<file path="src/rtl/xor_frame_accumulator.sv">
// Frame-wise XOR accumulator: folds a valid/ready word stream into one XOR/parity/count result per frame.
// Optional expected-word compare is built only when XOR_FRAME_ACCUMULATOR_CHECK_EN is defined.
module xor_frame_accumulator #(
  parameter  int WIDTH     = 8,
  parameter  int MAX_BEATS = 16,
  localparam int CNT_W     = $clog2(MAX_BEATS + 1)
) (
  input  logic             clk,
  input  logic             rst,
  input  logic             in_valid,
  output logic             in_ready,
  input  logic [WIDTH-1:0] in_data,
  input  logic             in_last,
`ifdef XOR_FRAME_ACCUMULATOR_CHECK_EN
  input  logic [WIDTH-1:0] exp_word,
  output logic             out_err,
`endif
  output logic             out_valid,
  input  logic             out_ready,
  output logic [WIDTH-1:0] out_word,
  output logic             out_parity,
  output logic [CNT_W-1:0] out_beats,
  output logic             out_trunc
);

  typedef enum logic {ACC, DONE} state_t;

  state_t           state;
  logic [WIDTH-1:0] acc;
  logic [CNT_W-1:0] cnt;

  logic [WIDTH-1:0] acc_nxt;
  logic [CNT_W-1:0] cnt_nxt;
  logic             accept;
  logic             at_limit;

  assign accept   = in_valid && in_ready;
  assign acc_nxt  = acc ^ in_data;
  assign cnt_nxt  = cnt + CNT_W'(1);
  assign at_limit = (cnt_nxt == CNT_W'(MAX_BEATS));

  // in_ready/out_valid are flops so out_ready never reaches in_ready combinationally.
  always_ff @(posedge clk) begin
    if (rst) begin
      state      <= ACC;
      acc        <= '0;
      cnt        <= '0;
      in_ready   <= 1'b1;
      out_valid  <= 1'b0;
      out_word   <= '0;
      out_parity <= 1'b0;
      out_beats  <= '0;
      out_trunc  <= 1'b0;
`ifdef XOR_FRAME_ACCUMULATOR_CHECK_EN
      out_err    <= 1'b0;
`endif
    end else begin
      case (state)
        ACC: begin
          if (accept) begin
            if (in_last || at_limit) begin
              out_word   <= acc_nxt;
              out_parity <= ^acc_nxt;
              out_beats  <= cnt_nxt;
              out_trunc  <= !in_last;
`ifdef XOR_FRAME_ACCUMULATOR_CHECK_EN
              out_err    <= (acc_nxt != exp_word);
`endif
              acc        <= '0;
              cnt        <= '0;
              in_ready   <= 1'b0;
              out_valid  <= 1'b1;
              state      <= DONE;
            end else begin
              acc <= acc_nxt;
              cnt <= cnt_nxt;
            end
          end
        end
        DONE: begin
          if (out_ready) begin
            in_ready  <= 1'b1;
            out_valid <= 1'b0;
            state     <= ACC;
          end
        end
        default: state <= ACC;
      endcase
    end
  end

endmodule

</file>
<file path="config.mk">
export PLATFORM = sky130hd
export DESIGN_NAME = xor_frame_accumulator
export DESIGN_NICKNAME = d
export VERILOG_FILES = /design/src/rtl/xor_frame_accumulator.sv
export SDC_FILE = /design/constraint.sdc
export NUM_CORES = 1
export LEC_CHECK = 0
export CAP_MARGIN = 20
export CORE_MARGIN = 2
export CORE_UTILIZATION = 49
export DETAILED_ROUTE_END_ITERATION = 10
export PLACE_DENSITY = 0.76
export SYNTH_ARGS = -nofsm -noshare
export SYNTH_HDL_FRONTEND = slang
export SYNTH_SLANG_ARGS = --single-unit
</file>
<file path="constraint.sdc">
create_clock -name clk -period 4.23 [get_ports clk]
set_clock_uncertainty 0.1 [all_clocks]
set_input_delay 0.846 -clock clk [delete_from_list [all_inputs] [get_ports clk]]
set_output_delay 0.846 -clock clk [all_outputs]
set_load 0.01 [all_outputs]
</file>
# After elaboration in Yosys (flattened, before gate mapping)
# Cells that the tools add are included.
# classes
add_sub_neg	1
eq_ne	4
div	0
n_reduce_logical	7
n_mux	14
magnitude_cmp	0
n_mul	0
bitwise_logic	2
shifts	0
# ops
op	count
$mux 1	9
$mux 8	1
$reduce_xor 8->1	1
$xor 8x8->8	1
$ne 2x2->1 const B	3
$pmux 1 s2	3
$reduce_and 3->1	2
$add 5x1->5 const B	1
$eq 5x5->1 const B	1
$mux 5	1
$reduce_and 2->1	1
$logic_and 1x1->1	1
$logic_not 1->1	1
$logic_or 1x1->1	1
$not 1->1	1
# totals
wordCells	37
inputBits	13
latchBits	0
rom_bits	0
n_memories	0
ram_bits	0
register_bits	31

# Depth between registers and ports, before layout
# Gate-level depths: netlist of the first run.
# depth
word_depth	6
depth_mapped	6

# Worst setup path after synthesis of the first run
# Ideal clock, no wire load.
# synth_timing
path_kind	input -> register
startpoint	in in_data[0]
endpoint	reg out_parity
t_required_ns	4.051
cell_stages	4
arrival_ns	1.802
setup_slack_ns	2.249
cell_sequence	xor2_1 > xnor3_1 > xnor3_1 > a211oi_2
# synth_via
elab_chain_cells	2
# synth_rtl
item	line_no	rtl
start: declaration	12	input logic [WIDTH-1:0] in_data,
$xor 8x8->8	38	assign acc_nxt = acc ^ in_data;
$reduce_xor 8->1	63	out_parity <= ^acc_nxt;
end signal: assignment	63	
end: declaration	21	output logic out_parity,
# Every way passes these cells.
# A chain may end at the register's enable or synchronous reset.

# Final worst setup path of the first run
# layout_timing
startpoint	in in_valid
endpoint	reg in_ready
# layout_via
elab_chain_cells	3
# layout_rtl
item	line_no	rtl
start: declaration	10	input logic in_valid,
$logic_and 1x1->1	37	assign accept = in_valid && in_ready;
$ne 2x2->1 (no source line)	--	
$reduce_and 3->1 (no source line)	--	
end signal: assignment	48	in_ready <= 1'b1;
end signal: assignment	71	in_ready <= 1'b0;
end signal: assignment	82	in_ready <= 1'b1;
end: declaration	11	output logic in_ready,
# Every way passes these cells.

==> run summary, run 1 <==
Die X -> 58.3 um
Root Driver -> clkbuf_4
Yosys warnings -> 0
Headroom to the max-slew limit -> 36.9%
Crit-path cells -> clkdlybuf4s50_1 -> and3b_1 -> nand2_1 -> a221o_1
Worst slew pin tran -> 0.946 ns
Initial antenna violation count -> 0
Fmax -> 389 MHz
TritonCTS Buffers -> 5
Vias per cell -> 5.43
CP Capture Type -> flop
MaxCap Viol Count -> 0
First-pass GRT wire length -> 4.52 mm
Most frequent cells in the layout -> 31 x dfxtp_1, 29 x clkdlybuf4s50_1, 22 x nor3_1, 18 x a21oi_1, 15 x nand2_1
Die area -> 0.00340 mm2
Commonest non-fill, non-tap cell in the layout -> dfxtp_1
DR vias -> 1141
Kind of critical path -> input port to flop
Cells after synthesis -> 152
Reg clk slew, reported paths -> 0.10 ns
Dpl hpwl -> 1.96 mm
Crit path max fanout -> 26
Final Cell Area -> 0.00182 mm2
Leakage -> 0.667 nW
Post-Synth Simple-Gate Area -> 16.8%
Pin count of the biggest net entering global routing -> 32
Final Hold Vio Count -> 0
Register share of total power -> 44.9%
Antenna Nets Post-Route -> 0
Worst vdd ir -> 0.361 mV
EDFF count, synth -> 0
CP max stage delay -> 0.79 ns
Starting DRT DRC Count -> 33
Drt pass-1 iters -> 4
Mapped Area -> 0.00145 mm2
Nets@finish -> 192
Post-CTS sizing -> 0
Row count -> 19
Clock power frac -> 33.5%
Clock Latency Late Sink -> 0.33 ns
Syn avg cell area -> 9.51 um2
PD cells -> 402 mW/mm2
Clk buf depth -> 2
Sw frac -> 26.3%
RSZ-0062 raised after global routing -> no
Synth top area share -> 42.9%
Post-DP Area -> 0.00171 mm2
Status -> finished clean
WP data required -> 4.36 ns
Post-Route WL -> 2.87 mm
Filler Cell Count -> 235
GR Util All Layers -> 17.7%
Synth Area in Compound Gates -> 14.8%
Area leader, netlist -> dfxtp_1
Final Wtd Congestion -> 0.752
Final setup viols -> 0
Placed Cells -> 201
Slowest cell on the critical path -> and3b_1
Async SR Flop Fraction -> 0%
Mux share of post-synthesis cell area -> 0.693%
H-tree depth -> 2
Largest family of logic cells by synthesized area -> XOR/XNOR gates
HP Class -> flop to flop
Dominant synthesized flop cell -> dfxtp_1
# DRC -> 0
Share of post-route cells with drive strength above 1 -> 9.50%
Core area -> 0.00278 mm2
Tmin final -> 2.57 ns
Finished Layout Cells -> 210
Number of global-route vias before repair -> 1047
Port Buffers -> 29
Post-CTS setup buffers -> 0
Power Internal -> 0.539 mW
Syn-to-layout area delta -> 26.1%
Synth Area in XOR/XNOR -> 19.3%
Hold_buf cts -> 0
Die height -> 58.3 um
Net Sw Power -> 0.193 mW
Comb power frac -> 21.7%
Final worst-path cycle share -> 60.7%
WL/cell -> 13.7 um
Initial Util -> 52.0%
Total negative slack -> 0 ns
Slew Viols, Final -> 0
Adder-Cell Fraction of Synth Area -> 0.866%
CTS tree -> done
Post-Syn Nets -> 166
GR Overflow Total -> 0
Worst Path Arrival -> 2.69 ns
Register area share after synthesis -> 42.9%
Number of diodes -> 0
Startpoint Class -> input port
IO Count -> 30
Register bit total from synthesis -> 31
CTS sink cnt -> 31
Area contributors post-synth -> dfxtp_1 43%, xor2_1 8.5%, nor3_1 7.6%, a21oi_1 6.2%, xnor2_1 5.5%
Distinct cell type count after synthesis -> 30
## power groups by stage
stage,sequential (mW),clock (mW),combinational [mW]
global placement,0.334,0,0.153
floorplan,0.339,0,0.103
global route,0.331,0.260,0.172
detailed placement,0.335,0,0.156
finish,0.329,0.245,0.159
CTS,0.329,0.250,0.157
## worst paths after layout
path              from         to  slack, ns  cells after the start
max           in_valid   in_ready       1.66                      4
min          out_valid  out_valid       0.37                      2
max reg2reg     cnt[0]  out_trunc       2.20                      4
min reg2reg  out_valid  out_valid       0.37                      2
## metrics by stage
stage / worst slack (ns) / hold WS (ns) / total power, mW / util (%)
after floorplan: 2.25 / 0.377 / 0.441 / -
after global placement: 1.42 / 0.360 / 0.487 / 61.4
after detailed placement: 1.33 / 0.355 / 0.491 / 61.4
after CTS: 1.69 / 0.368 / 0.736 / 64.5
after global routing: 1.57 / 0.393 / 0.763 / 65.5
final: 1.66 / 0.370 / 0.732 / 65.5
## routing by layer
layer  track usage, %  up-vias  routed length [um]  share of wire (%)
met5                0        -                   0                  0
met4             6.98        0                  51                1.8
met3             6.15        6                 149                5.2
met2             28.9       28                1340                 47
met1             21.5      519                1330                 46
li1                 -      588                   -                  -
## registers in the layout, summed over array words and instances (netlist names)
| signal | cells |
|---|---|
| acc | 8 |
| out_word | 8 |
| cnt | 5 |
| out_beats | 5 |
| in_ready | 1 |
| out_parity | 1 |
| out_trunc | 1 |
| out_valid | 1 |
| state | 1 |
## synthesized netlist by cell type (5+ instances only)
library cell	instances
dfxtp_1	31
xor2_1	14
xnor2_1	9
nand2_1	15
nor3_1	22
clkbuf_1	5
a211oi_1	7
a21oi_1	18
## final cells by class
cell class / count / area, um2 / share of cell area [%]
Multi-Input combinational cell: 110 / 758 / 41.6
Sequential cell: 31 / 621 / 34.1
Timing Repair Buffer: 30 / 318 / 17.4
Clock buffer: 6 / 51.3 / 2.82
Tap cell: 31 / 38.8 / 2.13
Clock inverter: 2 / 35.0 / 1.92
## worst max-delay path, delay by kind of cell
family                 cells  cell delay, ns
buffers and inverters      1            0.48
and+or+nand+nor            2            1.01
AOI/OAI and AO/OA          1            0.35
## cells by family after synthesis
kind of cell | count (synthesis)
fa+ha+maj | 1
xor+xnor | 27
buf+inv | 11
compound gates | 32
flops | 31
mux | 1
simple gates | 49
Power figures use the tool's default switching activity.
==> run 2, diff against run 1 <==
--- a/config.mk
+++ b/config.mk
@@ -7,9 +7,9 @@
 export LEC_CHECK = 0
 export CAP_MARGIN = 20
 export CORE_MARGIN = 2
-export CORE_UTILIZATION = 49
+export CORE_UTILIZATION = 45
 export DETAILED_ROUTE_END_ITERATION = 10
-export PLACE_DENSITY = 0.76
+export PLACE_DENSITY = 0.73
 export SYNTH_ARGS = -nofsm -noshare
 export SYNTH_HDL_FRONTEND = slang
 export SYNTH_SLANG_ARGS = --single-unit
==> constraint.sdc (replaced) <==
create_clock -name clk -period 2.12 [get_ports clk]
set_clock_uncertainty 0.1 [all_clocks]
set_input_delay 0.424 -clock clk [delete_from_list [all_inputs] [get_ports clk]]
set_output_delay 0.424 -clock clk [all_outputs]
set_load 0.01 [all_outputs]
==> run summary, run 2 (synthesis gave the netlist of run 1 again) <==
Status -> finished clean (unchanged)
Starting DRT DRC Count -> 20 (was 33)
Clk buf depth -> 2 (unchanged)
CTS sink cnt -> 31 (unchanged)
H-tree depth -> 2 (unchanged)
Core area -> 0.00305 mm2 (was 0.00278 mm2)
Total negative slack -> 0 ns (unchanged)
MaxCap Viol Count -> 0 (unchanged)
Crit-path cells -> ha_1 -> a31oi_4 -> nor2_2 -> a211oi_1 (was clkdlybuf4s50_1 -> and3b_1 -> nand2_1 -> a221o_1)
PD cells -> 738 mW/mm2 (was 402 mW/mm2)
CP Capture Type -> flop (unchanged)
Initial Util -> 47.3% (was 52.0%)
Worst Path Arrival -> 2.02 ns (was 2.69 ns)
Share of post-route cells with drive strength above 1 -> 13.3% (was 9.50%)
Headroom to the max-slew limit -> 45.1% (was 36.9%)
DR vias -> 1151 (was 1141)
Reg clk slew, reported paths -> 0.09 ns (was 0.10 ns)
Syn-to-layout area delta -> 29.3% (was 26.1%)
Filler Cell Count -> 289 (was 235)
M1 WL -> 1.33 mm (about the same)
Initial antenna violation count -> 0 (unchanged)
TritonCTS Buffers -> 5 (unchanged)
First-pass GRT wire length -> 4.75 mm (was 4.52 mm)
Final setup viols -> 0 (unchanged)
Die area -> 0.00368 mm2 (was 0.00340 mm2)
Slowest cell on the critical path -> nor2_2 (was and3b_1)
Largest regs -> acc x8, out_word x8 (unchanged)
Number of global-route vias before repair -> 1087 (was 1047)
Die X -> 60.7 um (was 58.3 um)
Final Hold Vio Count -> 0 (unchanged)
Post-CTS sizing -> 0 (unchanged)
Routed wl met3 -> 139 um (was 149 um)
Top sig layer -> met4 (unchanged)
CTS tree -> done (unchanged)
GR Overflow Total -> 0 (unchanged)
Worst vdd ir -> 0.378 mV (was 0.361 mV)
Drt pass-1 iters -> 4 (unchanged)
WL/cell -> 12.1 um (was 13.7 um)
# DRC -> 0 (unchanged)
Clock Latency Late Sink -> 0.33 ns (about the same)
Fmax -> 514 MHz
HP Class -> flop to flop (unchanged)
Antenna Nets Post-Route -> 0 (unchanged)
Post-Route WL -> 2.82 mm (was 2.87 mm)
Final Wtd Congestion -> 0.734 (was 0.752)
Port Buffers -> 29 (unchanged)
Most frequent cells in the layout -> 31 x dfxtp_1, 29 x clkdlybuf4s50_1, 22 x nor3_1, 18 x a21oi_1, 15 x nand2_1 (unchanged)
Pin count of the biggest net entering global routing -> 32 (unchanged)
Total power -> 1.38 mW (was 0.732 mW)
Kind of critical path -> flop to flop (was input port to flop)
Root Driver -> clkbuf_4 (unchanged)
Post-CTS setup buffers -> 0 (unchanged)
Crit-path leading delay family -> simple AND/OR/NAND/NOR gates (unchanged)
Metal2 WL -> 1.30 mm (was 1.34 mm)
WP data required -> 2.20 ns (was 4.36 ns)
Vias per cell -> 4.96 (was 5.43)
Tmin final -> 1.94 ns
CP max stage delay -> 0.65 ns (was 0.79 ns)
Number of diodes -> 0 (unchanged)
Seq. cell area -> 621 um2 (unchanged)
Startpoint Class -> flop (was input port)
RSZ-0062 raised after global routing -> no (unchanged)
Hold_buf cts -> 0 (unchanged)
GR Util All Layers -> 17.8% (was 17.7%)
Slew Viols, Final -> 0 (unchanged)
Die height -> 60.7 um (was 58.3 um)
Util after Layout -> 61.2% (was 65.5%)
Worst slew pin tran -> 0.822 ns (was 0.946 ns)
Leakage -> 0.693 nW (was 0.667 nW)
Nets@finish -> 201 (was 192)
Dpl hpwl -> 2.05 mm (was 1.96 mm)
Multi-input logic area -> 758 um2 (unchanged)
Row count -> 20 (was 19)
Worst path bufs/invs -> 0 (was 1)
Crit path max fanout -> 20 (was 26)
Final worst-path cycle share -> 91.7%
Commonest non-fill, non-tap cell in the layout -> dfxtp_1 (unchanged)
IO Count -> 30 (unchanged)
==> run 2: cell count changes in the layout (fill, tap and decap cells not counted), sizes merged <==
cell,delta
buf,+9
clkbuf,+2
clkinv,-1
bufinv,-1
==> run 2: stage by stage <==
stage | std cells | hold WS (ns) | setup slack, ns | area [um2]
global route | 232 | 0.409 | 0.0276 | 1870
floorplan | 152 | 0.377 | 0.561 | 1450
global placement | 224 | 0.346 | -0.0374 | 1800
detailed placement | 224 | 0.358 | -0.0748 | 1800
finish | 232 | 0.366 | 0.175 | 1870
CTS | 232 | 0.371 | 0.168 | 1870
==> run 2: area by class of cell <==
| type | instances | area share [%] |
|---|---|---|
| sequential | 31 | 33.2 |
| multi-input combinational | 110 | 40.6 |
| clock buffer | 8 | 3.68 |
| tap | 44 | 2.95 |
| timing repair buffer | 39 | 19.6 |
==> run 2: final timing paths <==
| kind | slack (ns) | startpoint | depth (start not counted) | end |
|---|---|---|---|---|
| setup / recovery | 0.18 | cnt[0] | 4 | out_word[5] |
| hold / removal | 0.37 | out_valid | 2 | out_valid |
| setup reg to reg | 0.18 | cnt[0] | 4 | out_word[5] |
| hold reg to reg | 0.37 | out_valid | 2 | out_valid |
==> run 2: routing by layer <==
| metal | vias to the layer above | global-route usage (%) |
|---|---|---|
| met1 | 522 | 22.3 |
| met4 | 0 | 6.52 |
| li1 | 600 | - |
| met5 | - | 0 |
| met3 | 5 | 6.40 |
| met2 | 24 | 28.3 |
==> run 2: where the power goes <==
group          internal (mW)  switching [mW]
logic                  0.188           0.144
registers              0.625          0.0312
clock network          0.195           0.196
==> run 2: worst min-delay path, cell delays in order, from the launching register on <==
cell and delay, ns:
dfxtp_1 0.32, nand2_1 0.05, a21oi_1 0.05
==> run 3, diff against run 2 <==
--- a/config.mk
+++ b/config.mk
@@ -7,9 +7,9 @@
 export LEC_CHECK = 0
 export CAP_MARGIN = 20
 export CORE_MARGIN = 2
-export CORE_UTILIZATION = 45
+export CORE_UTILIZATION = 30
 export DETAILED_ROUTE_END_ITERATION = 10
-export PLACE_DENSITY = 0.73
+export PLACE_DENSITY = 0.52
 export SYNTH_ARGS = -nofsm -noshare
 export SYNTH_HDL_FRONTEND = slang
 export SYNTH_SLANG_ARGS = --single-unit
==> run summary, run 3 (synthesis gave the netlist of run 1 again) <==
IO Count -> 30 (unchanged)
Crit path max fanout -> 2 (was 20)
CP Depth -> 5 (was 4)
WP data required -> 2.22 ns (was 2.20 ns)
# DRC -> 0 (unchanged)
GR Overflow Total -> 0 (unchanged)
Largest regs -> acc x8, out_word x8 (unchanged)
Worst Path Arrival -> 1.99 ns (was 2.02 ns)
Initial antenna violation count -> 0 (unchanged)
GR peak layer -> met2 (unchanged)
Worst slew pin tran -> 0.481 ns (was 0.822 ns)
Most frequent cells in the layout -> 31 x dfxtp_1, 29 x clkdlybuf4s50_1, 22 x nor3_1, 18 x a21oi_1, 15 x nand2_1 (unchanged)
Fmax -> 529 MHz (was 514 MHz)
Filler Cell Count -> 471 (was 289)
CP Capture Type -> flop (unchanged)
Placed Cells -> 235 (was 224)
Pre-CTS WS -> -0.0860 ns (was -0.0748 ns)
Dpl hpwl -> 2.25 mm (was 2.05 mm)
Met1 Use GR -> 16.7% (was 22.3%)
Headroom to the max-slew limit -> 67.9% (was 45.1%)
Tmin final -> 1.89 ns (was 1.94 ns)
RSZ-0062 raised after global routing -> no (unchanged)
Worst r2r src -> cnt[0] (unchanged)
Die height -> 73.4 um (was 60.7 um)
PD cells -> 781 mW/mm2 (was 738 mW/mm2)
Port Buffers -> 29 (unchanged)
Clock Latency Late Sink -> 0.28 ns (was 0.33 ns)
Final worst-path cycle share -> 89.2% (was 91.7%)
Reg2reg setup slack -> 0.38 ns (was 0.18 ns)
R2R depth -> 4 (unchanged)
Crit-path cells -> clkdlybuf4s50_1 -> xor2_1 -> xnor3_1 -> xnor3_1 -> a211oi_2 (was ha_1 -> a31oi_4 -> nor2_2 -> a211oi_1)
Nets@finish -> 202 (was 201)
Core area -> 0.00469 mm2 (was 0.00305 mm2)
Number of diodes -> 0 (unchanged)
Syn-to-layout area delta -> 33.2% (was 29.3%)
Final Wtd Congestion -> 0.813 (was 0.734)
Drt pass-1 iters -> 4 (unchanged)
Number of global-route vias before repair -> 1069 (was 1087)
Starting DRT DRC Count -> 50 (was 20)
Startpoint Class -> input port (was flop)
Commonest non-fill, non-tap cell in the layout -> dfxtp_1 (unchanged)
Worst vdd ir -> 0.351 mV (was 0.378 mV)
Worst setup endpoint -> out_parity (was out_word[5])
Finished Layout Cells -> 243 (was 232)
Status -> finished clean (unchanged)
TritonCTS Buffers -> 5 (unchanged)
Final setup viols -> 0 (unchanged)
Pin count of the biggest net entering global routing -> 21 (was 32)
Final Cell Area -> 0.00192 mm2 (was 0.00187 mm2)
Die area -> 0.00539 mm2 (was 0.00368 mm2)
Vias per cell -> 4.67 (was 4.96)
Row count -> 25 (was 20)
Met3 Use GR -> 5.35% (was 6.40%)
Critical Path Most Common Cell -> xnor3_1
Post-Route WL -> 3.04 mm (was 2.82 mm)
WL/cell -> 12.5 um (was 12.1 um)
Min setup slack post-route -> 0.230 ns (was 0.175 ns)
GR Util All Layers -> 12.2% (was 17.8%)
CTS tree -> done (unchanged)
Crit-path leading delay family -> XOR/XNOR gates (was simple AND/OR/NAND/NOR gates)
DR vias -> 1136 (was 1151)
Slew Viols, Final -> 0 (unchanged)
Hold_ws -> 0.361 ns (was 0.366 ns)
Final Hold Vio Count -> 0 (unchanged)
Post-DP Area -> 0.00182 mm2 (was 0.00180 mm2)
HP Class -> flop to flop (unchanged)
First-pass GRT wire length -> 4.93 mm (was 4.75 mm)
Post-CTS sizing -> 0 (unchanged)
Post-CTS setup buffers -> 0 (unchanged)
Worst path bufs/invs -> 1 (was 0)
Root Driver -> clkbuf_8 (was clkbuf_4)
Reg clk slew, reported paths -> 0.06 ns (was 0.09 ns)
Hold_buf cts -> 0 (unchanged)
Die X -> 73.4 um (was 60.7 um)
Leakage -> 0.711 nW (was 0.693 nW)
Clk buf depth -> 2 (unchanged)
H-tree depth -> 2 (unchanged)
Kind of critical path -> input port to flop (was flop to flop)
Met2 Use GR -> 17.8% (was 28.3%)
Initial Util -> 30.8% (was 47.3%)
Antenna Nets Post-Route -> 0 (unchanged)
Slowest cell on the critical path -> clkdlybuf4s50_1 (was nor2_2)
Share of post-route cells with drive strength above 1 -> 13.8% (was 13.3%)
CTS sink cnt -> 31 (unchanged)
MaxCap Viol Count -> 0 (unchanged)
Worst r2r dst -> in_ready (was out_word[5])
Setup crit start -> in_data[0] (was cnt[0])
CP max stage delay -> 0.49 ns (was 0.65 ns)
==> run 3: power breakdown <==
group / switching [mW] / internal [mW] / total (mW) / leakage (nW)
clock: 0.212 / 0.296 / 0.508 / 0.0515
sequential: 0.0312 / 0.625 / 0.657 / 0.254
combinational: 0.149 / 0.189 / 0.338 / 0.406
==> run 3: worst reg2reg max path: stages, from the launching register on <==
cell and delay (ns):
dfxtp_1 0.41, ha_1 0.33, a31o_2 0.35, nand2_1 0.14
a221o_1 0.31
==> run 3: routing by layer <==
layer	wire length (um)	part of all wire, %	up-vias
li1	-	-	600
met1	1580	52	505
met2	1310	43	26
met3	130	4.3	5
met4	22	0.72	0
met5	0	0	-
==> run 3: worst min path at each step <==
stage | from | endpoint | slack (ns) | cells after the start
after floorplan | cnt[3] | cnt[3] | 0.38 | 2
after global placement | out_valid | out_valid | 0.35 | 2
after detailed placement | out_valid | out_valid | 0.35 | 2
after CTS | out_valid | out_valid | 0.36 | 2
after global routing | out_beats[0] | out_beats[0] | 0.41 | 2
final | out_valid | out_valid | 0.36 | 2
==> run 3: cell type report <==
class | count | area [um2] | area share (%)
Multi-Input combinational cell | 110 | 763 | 39.7
Sequential cell | 31 | 621 | 32.2
Timing Repair Buffer | 40 | 373 | 19.4
Clock buffer | 8 | 100 | 5.20
Tap cell | 54 | 67.6 | 3.51
==> run 3: stage by stage <==
step / setup TNS, ns / utilization, % / total power [mW]
6_report: 0 / 41.0 / 1.50
5_1_grt: 0 / 41.0 / 1.59
4_1_cts: 0 / 40.9 / 1.52
3_5_place_dp: -0.260 / 38.8 / 1.01
3_3_place_gp: -0.105 / 38.8 / 1.00
2_1_floorplan: 0 / - / 0.881
==> variant 1 (flow settings as in run 2) <==
`MAX_BEATS`: 16 -> 32.
--- a/src/rtl/xor_frame_accumulator.sv
+++ b/src/rtl/xor_frame_accumulator.sv
@@ -2,7 +2,7 @@
 // Optional expected-word compare is built only when XOR_FRAME_ACCUMULATOR_CHECK_EN is defined.
 module xor_frame_accumulator #(
   parameter  int WIDTH     = 8,
-  parameter  int MAX_BEATS = 16,
+  parameter  int MAX_BEATS = 32,
   localparam int CNT_W     = $clog2(MAX_BEATS + 1)
 ) (
   input  logic             clk,
Ports: changed (resized out_beats); port bits go from 30 to 31. No check against the original RTL was run, so the function may have changed too.
==> variant 1 against run 2 <==
Sequential power increased by 4.6%. Sequential cell count up 2. Power down 5.5%. Utilization is 1.4 points higher. Area after synthesis down 2.3%. Clock power is 16% lower. Routed wire length increased by 0.67%. Setup slack improved by 0.13 ns. Design area up 1.5%. Critical path type unchanged.
==> variant 1: results (changes against run 2) <==
Min path
  – Type of the most critical hold path: flip-flop to flip-flop

Placed design
  – Setup slack at placement: 0.0597 ns (+0.134 ns)
  – I/O Buffers: 30 (+3.4%)
  – HPWL after detailed placement: 2190 um (+6.9%)
  – RD Place Congestion: 0.854 (+16%)

Synthesis
  – Async set-or-reset flop fraction in the synthesized netlist: 0% (unchanged)
  – Number of distinct standard cells referenced by the synthesized netlist: 28 (-6.7%)
  – Synth area leaders: dfxtp_1 47%, xnor2_1 12%, o2bb2ai_1 9.3%
  – Share of synthesized area occupied by flip-flops and latches: 46.8% (+3.8 points)
  – Ys Warns: 0 (unchanged)
  – Synthesized netlist net count: 157 (-5.4%)
  – Leading post-synthesis cells by instance count: 33 x dfxtp_1, 19 x xnor2_1, 18 x nand2_1

Global route
  – Number of antenna violations at the first check in global routing: 0 (unchanged)
  – Vias in the first global route: 1166 (+7.3%)
  – Largest net degree at the start of global routing: 16 (-50%)
  – Combined global-route utilization of all metal layers: 19.5% (+1.7 points)
  – Global-route wire length before repair: 5120 um (+7.7%)

Clocking
  – Cts repair resizes: 0 (unchanged)
  – Maximum level of the CTS H-tree: 2 (unchanged)
  – Number of buffers between clock root and the deepest sink: 2 (unchanged)
  – Post-CTS Setup Inserts: 0 (unchanged)
  – Cts bufs inserted: 5 (unchanged)
  – Clk pin slew, worst setup/hold paths: 0.10 ns
  – Root buffer cell: clkbuf_4
  – Worst-Skew Late Latency: 0.33 ns (about the same)

Power and ir drop
  – Power dissipated in the clock network: 0.330 mW (-16%)
  – Static power due to leakage: 0.706 nW (+1.9%)
  – Comb power frac: 22.0% (-2.1 points)
  – Switching share of power: 27.6% (+0.69 points)
  – VDD IR-drop max: 460 uV (+22%)
  – Comb. pwr: 0.286 mW (-14%)

Cells and area
  – Net count of the finished layout: 201 (unchanged)
  – Share of layout cells above drive strength 1: 13.3% (unchanged)
  – # diodes: 0 (unchanged)
  – Largest registers: acc: 8 flops, out_word: 8 flops

Route
  – Number of remaining DRC errors: 0 (unchanged)
  – Post-DR vias/cell: 4.90 (-1.3%)
  – Number of DRC markers after the initial detailed-route iteration: 27 (+35%)
  – Total Wirelength: 2840 um (+0.67%)
  – Detailed-routing iteration count for the pre-antenna-repair pass: 4 (unchanged)

Worst setup path
  – Data arrival time of the critical path: 1.94 ns (-0.08 ns)
  – Cell family with most CP delay: compound AO/OA/AOI/OAI gates
  – Slowest cell on the critical path: dfxtp_1
  – CP peak stage delay: 0.46 ns (-0.19 ns)
  – Crit path max fanout: 15 (-25%)

STA
  – Worst max-slew margin expressed relative to the limit: 77.5% (+32 points)

Run status
  – Run status: finished, final reports clean
## variant 1: cell types whose count changed in the layout (fill, tap and decap cells not counted), sizes merged, moves of 8 or more
cell and delta:
nor3 -19, a21oi -14, xnor2 +8, o2bb2ai +15
a211oi -8, nor2 +14
## variant 1: cell families after synthesis
kind of cell               synth area share, %
xor gates and xnor gates                  18.6
AOI/OAI and AO/OA                         16.5
buffers and inverters                     3.01
adders and majority gates                0.886
DFF                                       46.8
and+or+nand+nor                           14.3
## variant 1: per-layer routing
layer	GRT usage, %	up-vias	part of all wire (%)
met3	4.98	7	3.7
met4	10.2	0	2.2
met5	0	-	0
li1	-	573	-
met1	23.5	533	45
met2	31.8	23	49
## variant 1: through the flow
stage	hold WS [ns]	std cells	cell area [um2]
after global placement	0.336	224	1840
after floorplan	0.339	143	1410
final	0.367	232	1900
after CTS	0.373	232	1900
after global routing	0.383	232	1900
after detailed placement	0.350	224	1840
## variant 1: path summary, 6_finish.rpt
| kind | from | end | slack (ns) | cells past startpoint |
|---|---|---|---|---|
| worst max-delay path | cnt[0] | out_word[1] | 0.30 | 6 |
| worst min-delay path | out_valid | out_valid | 0.37 | 2 |
| worst max register to register | cnt[0] | out_word[1] | 0.30 | 6 |
| worst min register to register | out_valid | out_valid | 0.37 | 2 |
## variant 1: layout make-up
class,count,area (um2)
sequential,33,661
clock buffer,6,41.3
timing repair buffer,42,415
clock inverter,2,10.0
multi-input combinational,104,709
inverter,1,3.75
fill,275,1130
tap,44,55.1
## variant 1: tightest hold or removal path: cells and delay by family, from the launching register on
family | cells | cell delay, ns
AND/OR/NAND/NOR | 2 | 0.10
flip-flops | 1 | 0.32
==> variant 2 (flow settings as in run 2) <==
Made on the original files. Make the reset (`rst`) asynchronous in one clocked block.
--- a/src/rtl/xor_frame_accumulator.sv
+++ b/src/rtl/xor_frame_accumulator.sv
@@ -40,7 +40,7 @@
   assign at_limit = (cnt_nxt == CNT_W'(MAX_BEATS));
 
   // in_ready/out_valid are flops so out_ready never reaches in_ready combinationally.
-  always_ff @(posedge clk) begin
+  always_ff @(posedge clk or posedge rst) begin
     if (rst) begin
       state      <= ACC;
       acc        <= '0;
Check against the original RTL: differs if rst is asserted again (counterexample within 4 cycles, from zero or initial values and one cycle with rst high); with rst held inactive, the same outputs for 10 cycles.
==> variant 2 against run 2 <==
Routed wire length up 6.5%. Sequential cell count unchanged. Critical path depth down 3. Maximum frequency down 0.21%. Global-route usage up 2.4 points. Area after synthesis up 4.1%. Setup slack worse by 0.0040 ns. Design area up 6.6%. Critical endpoint is now in_ready. Register-to-register slack better by 0.07 ns.
Power is not compared: it rests on default switching activity, and its combinational part moved more than twofold at a synthesized area within 25%.
==> variant 2: results (changes against run 2) <==
Route
  – Drt wl/cell: 13.5 um (+11%)
  – Routed wire length on met3: 154 um (+11%)
  – DR WL met2: 1420 um (+9.1%)
  – Total via count in the routed design: 1106 (-3.9%)

Synthesis
  – Async set-or-reset flop fraction in the synthesized netlist: 100% (+100 points)
  – Post-synthesis adder-cell area fraction: 0.832% (-0.034 points)
  – Share of synthesized area occupied by flip-flops and latches: 51.7% (+8.7 points)
  – Leading post-synthesis cells by instance count: 30 x dfrtp_1, 12 x xnor2_1, 11 x o21ai_0
  – Synthesized netlist net count: 146 (-12%)
  – Synth area leaders: dfrtp_1 50%, xnor2_1 7.0%, mux2_4 5.0%
  – Xor/xnor share of the synthesized area: 12.6% (-6.7 points)
  – Syn avg cell area: 11.4 um2 (+20%)

Worst setup path
  – Slowest cell on the critical path: dfstp_2
  – CP peak stage delay: 0.56 ns (-0.09 ns)
  – Cell family with most CP delay: flip-flops

Cells and area
  – Number of logic inverters in the finished layout: 10 (+10)
  – Multi-input logic area: 669 um2 (-12%)
  – Share of layout cells above drive strength 1: 16.8% (+3.5 points)
  – Non-clock buffer share: 19.9% (+0.30 points)
  – Number of fill cells: 258 (-11%)
  – Buffers excl. clock: 43 (+10%)

Run status
  – Run status: finished, final reports clean

Placed design
  – RD Place Congestion: 0.840 (+14%)

Global route
  – Vias in the first global route: 1173 (+7.9%)
  – Global-route track usage on met2: 31.1% (+2.9 points)
  – Global-route wire length before repair: 5410 um (+14%)

Min path
  – Type of the most critical hold path: primary input to asynchronous set/reset pin
[variant 2: changes by cell type after synthesis, sizes merged, moves of 10 or more]
cell	before	now
a21oi	18	5
dfxtp	31	0
nor3	22	1
inv	0	10
dfrtp	0	30
[variant 2: where the power goes]
part | switching (mW) | leakage [nW] | total [mW] | internal [mW]
sequential | 0.191 | 0.387 | 1.03 | 0.836
combinational | 0.501 | 0.490 | 1.28 | 0.782
clock | 0.201 | 0.0341 | 0.354 | 0.153
total | 0.893 | 0.911 | 2.66 | 1.77
[variant 2: path summary, 6_finish.rpt]
path | startpoint | slack, ns | endpoint | cells past startpoint
max | in_ready | 0.17 | in_ready | 1
min | rst | 0.35 | acc[7] | 3
max reg2reg | cnt[0] | 0.25 | out_word[2] | 6
min reg2reg | out_valid | 0.39 | out_valid | 1
max in group asynchronous | rst | 1.24 | in_ready | 3
min in group clk | out_valid | 0.39 | out_valid | 1
[variant 2: worst min-delay path, stage by stage]
cell,delay [ns]
clkdlybuf4s50_1,0.39
inv_1,0.05
buf_4,0.34
